$ cat src/rtl/xbar_pkg.sv
// Shared crossbar types: index widths and the queued address-channel request entry.
package xbar_pkg;

  localparam int NUM_MASTERS = 2;
  localparam int NUM_SLAVES  = 2;
  localparam int AXI_ADDR_W  = 32;
  localparam int AXI_ID_W    = 4;
  localparam int AXI_LEN_W   = 8;

  function automatic int clog2_min1(input int n);
    return (n > 1) ? $clog2(n) : 1;
  endfunction

  localparam int MST_W = clog2_min1(NUM_MASTERS);
  localparam int SLV_W = clog2_min1(NUM_SLAVES);

  typedef logic [MST_W-1:0] mst_idx_t;
  typedef logic [SLV_W-1:0] slv_idx_t;

  typedef struct packed {
    logic [AXI_ADDR_W-1:0] addr;
    logic [AXI_ID_W-1:0]   id;
    logic [AXI_LEN_W-1:0]  len;
    slv_idx_t              dest;
    logic                  decerr;
  } req_entry_t;

endpackage

$ cat src/rtl/xbar_addr_decoder.sv
// Maps an address to its slave region; out-of-map addresses go to slave 0 with decerr set.
module xbar_addr_decoder #(
  parameter int slaves      = 2,
  parameter int ADDR_WIDTH  = 32,
  parameter int REGION_BITS = 28,
  parameter int DEST_W      = (slaves > 1) ? $clog2(slaves) : 1
) (
  input  logic [ADDR_WIDTH-1:0] s_addr,
  output logic [DEST_W-1:0]     dest,
  output logic                  decerr
);

  logic [ADDR_WIDTH-1:0] idx;
  logic                  in_map;

  assign idx    = s_addr >> REGION_BITS;
  assign in_map = idx < ADDR_WIDTH'(slaves);

  always_comb begin
    dest   = '0;
    decerr = 1'b1;
    if (in_map) begin
      dest   = idx[DEST_W-1:0];
      decerr = 1'b0;
    end
  end

endmodule

$ cat src/rtl/master_request_queue.sv
// Per-master ingress FIFO for AR/AW requests; destination is decoded at push time
// and the head entry is presented combinationally to the per-slave arbiters.
module master_request_queue
  import xbar_pkg::*;
#(
  parameter int masters     = NUM_MASTERS,
  parameter int slaves      = NUM_SLAVES,
  parameter int DEPTH       = 4,
  parameter int ADDR_WIDTH  = AXI_ADDR_W,
  parameter int ID_WIDTH    = AXI_ID_W,
  parameter int REGION_BITS = 28
) (
  input  logic                    ACLK,
  input  logic                    ARESETn,
  input  logic [ADDR_WIDTH-1:0]   s_addr,
  input  logic [ID_WIDTH-1:0]     s_id,
  input  logic [7:0]              s_len,
  input  logic                    s_valid,
  output logic                    s_ready,
  output logic                    fifo_empty,
  output logic [SLV_W-1:0]        head_slave_dest,
  output logic [ADDR_WIDTH-1:0]   head_addr,
  output logic [ID_WIDTH-1:0]     head_id,
  output logic [7:0]              head_len,
  output logic                    head_decerr,
  input  logic                    pop,
  output logic [$clog2(DEPTH):0]  count
);

  localparam int AW = $clog2(DEPTH);
  localparam int PW = AW + 1;

  // Entry fields are sized by the package, so the instance must agree with it.
  if (masters != NUM_MASTERS || slaves != NUM_SLAVES ||
      ADDR_WIDTH != AXI_ADDR_W || ID_WIDTH != AXI_ID_W) begin : g_pkg_mismatch
    $error("master_request_queue parameters disagree with xbar_pkg");
  end
  if (DEPTH < 2 || (DEPTH & (DEPTH - 1)) != 0) begin : g_bad_depth
    $error("master_request_queue DEPTH must be a power of 2 >= 2");
  end

  logic [PW-1:0] wr_ptr_q, wr_ptr_d;
  logic [PW-1:0] rd_ptr_q, rd_ptr_d;
  req_entry_t    mem_q [DEPTH];
  req_entry_t    new_entry, head;
  slv_idx_t      dec_dest;
  logic          dec_decerr;
  logic          full, empty, push, do_pop;

  xbar_addr_decoder #(
    .slaves      (slaves),
    .ADDR_WIDTH  (ADDR_WIDTH),
    .REGION_BITS (REGION_BITS),
    .DEST_W      (SLV_W)
  ) u_dec (
    .s_addr (s_addr),
    .dest   (dec_dest),
    .decerr (dec_decerr)
  );

  // Wrap bit distinguishes full from empty when the index bits match.
  assign empty  = (wr_ptr_q == rd_ptr_q);
  assign full   = ((wr_ptr_q ^ rd_ptr_q) == {1'b1, {AW{1'b0}}});
  assign push   = s_valid & ~full;
  assign do_pop = pop & ~empty;

  assign wr_ptr_d = push   ? wr_ptr_q + PW'(1) : wr_ptr_q;
  assign rd_ptr_d = do_pop ? rd_ptr_q + PW'(1) : rd_ptr_q;

  always_ff @(posedge ACLK) begin
    if (!ARESETn) begin
      wr_ptr_q <= '0;
      rd_ptr_q <= '0;
    end else begin
      wr_ptr_q <= wr_ptr_d;
      rd_ptr_q <= rd_ptr_d;
    end
  end

  always_comb begin
    new_entry        = '0;
    new_entry.addr   = s_addr;
    new_entry.id     = s_id;
    new_entry.len    = s_len;
    new_entry.dest   = dec_dest;
    new_entry.decerr = dec_decerr;
  end

  // Storage is deliberately not reset; head is masked to zero while empty.
  always_ff @(posedge ACLK) begin
    if (ARESETn && push) mem_q[wr_ptr_q[AW-1:0]] <= new_entry;
  end

  assign head = empty ? '0 : mem_q[rd_ptr_q[AW-1:0]];

  assign s_ready         = ~full;
  assign fifo_empty      = empty;
  assign head_slave_dest = head.dest;
  assign head_addr       = head.addr;
  assign head_id         = head.id;
  assign head_len        = head.len;
  assign head_decerr     = head.decerr;
  assign count           = wr_ptr_q - rd_ptr_q;

endmodule
$ cat config.mk
export PLATFORM = sky130hd
export DESIGN_NAME = master_request_queue
export DESIGN_NICKNAME = d
export VERILOG_FILES = /design/src/rtl/xbar_pkg.sv /design/src/rtl/xbar_addr_decoder.sv /design/src/rtl/master_request_queue.sv
export SDC_FILE = /design/constraint.sdc
export NUM_CORES = 1
export LEC_CHECK = 0
export ABC_AREA = 1
export CAP_MARGIN = 20
export CORE_UTILIZATION = 55
export CTS_CLUSTER_DIAMETER = 200
export CTS_CLUSTER_SIZE = 24
export DETAILED_ROUTE_END_ITERATION = 12
export GPL_TIMING_DRIVEN = 0
export PLACE_DENSITY = 0.79
export SLEW_MARGIN = 20
export SYNTH_ARGS = -nofsm -noshare
export SYNTH_HDL_FRONTEND = slang
export SYNTH_SLANG_ARGS = --single-unit
$ cat constraint.sdc
create_clock -name ACLK -period 6.3 [get_ports ACLK]
set_input_delay 1.26 -clock ACLK [delete_from_list [all_inputs] [get_ports ACLK]]
set_output_delay 1.26 -clock ACLK [all_outputs]
set_load 0.005 [all_outputs]
==> flow_metrics.py, run 1 <==
metrics = {
    "critical_path": {
        "path_class": "register to output port",
        "crit_path_top_delay_cell": "clkdlybuf4s50_1",
        "crit_chain": "inv_1 > ha_1 > nand2_1 > inv_1 > nand3_4 > inv_4 > buf_12 > buf_12 > a21oi_2 > clkdlybuf4s50_1",
        "crit_path_end_kind": "output port",
        "cp-start-kind": "register",
        "crit_path_max_incr_delay_ns": 0.54,
        "cp.required_ns": 5.04,
        "arrival_ns": 2.59,
        "crit_fanout": 10,
    },
    "clock_tree": {
        "htreeDepth": 4,
        "postCtsSetupRepairBufs": 0,
        "clkLatencyLatePin_ns": 0.42,
        "cts_num_sinks": 192,
        "path_clk_slew_ns": 0.07,
        "cts_tree": "built",
        "clock_tree.root_cell": "clkbuf_16",
        "clock_path_buffers": 2,
        "cts_hold_buffers": 0,
        "cts_buffers": 17,
        "cts_resized": 0,
    },
    "synthesis": {
        "syn_nets": 676,
        "synthCells": 620,
        "synth_warnings": 0,
        "synthFlopType": "edfxtp_1",
        "ys_ff_latch": 192,
        "avgSynthCellArea_um2": 12.6,
        "yosys.area.top_type_share_pct": 70.6,
        "seq_area_frac_synth_pct": 72.7,
        "ys_types": 26,
        "synth_edf_count": 184,
        "ys_top_cells_by_area": "edfxtp_1, nor2_1, o21ai_0",
        "synth_top_cell_by_area": "edfxtp_1",
        "syn_area_mm2": 0.00783,
        "ys_async_sr_fraction_pct": 0,
    },
    "sta": {
        "setup_viol": 0,
        "layout_min_cycle_time_ns": 3.85,
        "fin_ws_ns": 2.45,
        "tightest_slew_ns": 0.831,
        "period_share_pct": 61.2,
        "max_clock_freq_mhz": 259,
        "clock_skew_ns": 0.0113,
        "rsz0062_at_grt": "no",
        "max_slew_margin_pct": 44.3,
        "hold_viol_final": 0,
        "report.final.slew_viol_count": 0,
    },
    "layout": {
        "n_fill_cell": 897,
        "num-nets-final": 814,
        "fin_area_mm2": 0.00985,
        "fin_util_pct": 70.9,
        "n_antenna_cell": 0,
        "synthToLayoutAreaGrowth_pct": 25.8,
        "drive_above_1_share_pct": 14.7,
        "fin_cells": 951,
    },
    "grt": {
        "antenna_found_initial": 0,
        "grt_max_degree": 23,
        "overflow": 0,
        "grt_pass1_wl_um": 26600,
        "groute.usage.overall_pct": 24.8,
        "grt_pass1_vias": 5219,
    },
    "place": {
        "gp_congestion": 0.748,
        "portBuffers": 98,
        "hpwl_um": 11600,
        "place_area_mm2": 0.00927,
        "dp_cells": 919,
        "pre_cts_ws_ns": 2.51,
    },
    "routing": {
        "drt-pass1-iter-count": 6,
        "drt_wl_total_um": 17500,
        "ant_nets": 0,
        "drtIter0Drc": 480,
        "drc": 0,
        "route.vias.total": 5237,
        "wl_per_cell_um": 18.4,
        "viasPerCell": 5.51,
    },
    "floorplan": {
        "placementRows": 43,
        "start_util_pct": 56.4,
        "die_area_mm2": 0.0147,
        "die_w_um": 121,
        "die_y_um": 121,
        "pin_count": 99,
        "core_area_mm2": 0.0139,
    },
    "pwr": {
        "total_power_w": 0.00336,
        "p_per_area_mw_per_mm2": 342,
        "ir_drop_v": 0.000208,
        "p_leak_nw": 3.44,
    },
    "min_path": {
        "hold_class": "register to register",
    },
    "outcome": {
        "status": "completed",
    },
    "flow_run": {
        "drv_cap": 0,
    },
}
layer usage:
layer  GRT usage (%)  up-vias  share of wire [%]
li1                -     2456                  -
met1            28.7     2559                 39
met2            44.7      198                 54
met3            5.08       24                5.0
met4            9.95        0                1.8
met5               0        -                  0
cell type report:
cell class	count	area [µm²]	area share, %
Tap cell	180	225	2.29
Multi-Input combinational cell	374	1850	18.7
Buffer	34	239	2.43
Timing Repair Buffer	119	1200	12.2
Clock inverter	13	139	1.41
Inverter	20	77.6	0.788
Sequential cell	192	5690	57.7
Clock buffer	19	433	4.40
state kept, by name (all words and copies together), names as in the netlist, named ones only:
register and count:
mem_q 184, wr_ptr_q 3, rd_ptr_q 3
logic make-up (layout without fill, tap and decap cells):
logic type	count (synthesis)	in the layout	synth area share [%]
AO/OA/AOI/OAI	146	146	10.8
XOR/XNOR	1	1	0.112
adder cells (fa/ha/maj)	8	8	1.38
buffers and inverters	54	205	4.05
flip-flops	192	192	72.7
AND/OR/NAND/NOR	219	219	11.0
power by group:
part / internal [W] / switching [W] / leakage (nW)
clock network: 0.000585 / 0.000449 / 0.279
registers: 0.00144 / 0.0000145 / 1.73
logic: 0.000420 / 0.000455 / 1.42
total: 0.00244 / 0.000918 / 3.44
cell usage in the layout, fill, tap and decap left out, types with 4 or more instances in the layout:
master,count
clkbuf_1,13
dfxtp_1,8
edfxtp_1,184
clkdlybuf4s50_1,98
inv_1,16
o21ai_0,91
ha_1,7
buf_2,7
nand3_1,4
clkbuf_16,17
clkinv_4,5
nand2_1,14
buf_4,21
buf_6,8
buf_12,5
a21oi_2,30
nor2_1,192
a21oi_1,22
cell usage after synthesis (2+ instances only):
library cell  instances
a21oi_1              22
a21oi_2              30
buf_1                 2
buf_12                4
buf_2                 7
buf_4                10
clkbuf_1             11
dfxtp_1               8
edfxtp_1            184
ha_1                  7
inv_1                16
inv_2                 3
nand2_1              14
nand2_2               2
nand3_1               4
nor2_1              193
nor3_1                3
o211ai_1              2
o21ai_0              91
stage by stage:
step / TNS (ns) / hold WS, ns
6_report: 0 / 0.568
5_1_grt: 0 / 0.603
4_1_cts: 0 / 0.569
3_5_place_dp: 0 / 0.560
3_3_place_gp: -242.94 / 0.541
2_1_floorplan: 0 / 0.522
worst paths after layout:
check / from / endpoint / slack [ns] / cells past startpoint
setup / recovery: wr_ptr_q[0] / head_len[3] / 2.45 / 10
hold / removal: wr_ptr_q[0] / wr_ptr_q[0] / 0.57 / 2
setup reg to reg: wr_ptr_q[0] / mem_q[2][33] / 3.34 / 10
hold reg to reg: wr_ptr_q[0] / wr_ptr_q[0] / 0.57 / 2
critical path: cells and delay by family (launching register included):
family | cells | cell delay (ns)
adders and majority gates | 1 | 0.32
AOI/OAI and AO/OA | 1 | 0.12
buffers and inverters | 6 | 1.09
and+or+nand+nor | 2 | 0.22
DFF | 1 | 0.41
Note: power is estimated with default switching activity, not from simulation.
==> run 2: changes to the inputs <==
==> constraint.sdc (replaced) <==
create_clock -name ACLK -period 3.7 [get_ports ACLK]
set_input_delay 0.74 -clock ACLK [delete_from_list [all_inputs] [get_ports ACLK]]
set_output_delay 0.74 -clock ACLK [all_outputs]
set_load 0.005 [all_outputs]
==> results of run 2 <==
Same layout as run 1 (identical final DEF). Status: completed.
Among the figures that moved: setup slack after placement 2.51 ns -> 0.432 ns; setup slack after layout 2.45 ns -> 0.366 ns; register-to-register setup slack 3.34 ns -> 0.74 ns; total power 0.00336 W -> 0.00573 W; worst IR drop on VDD 0.000208 V -> 0.000354 V
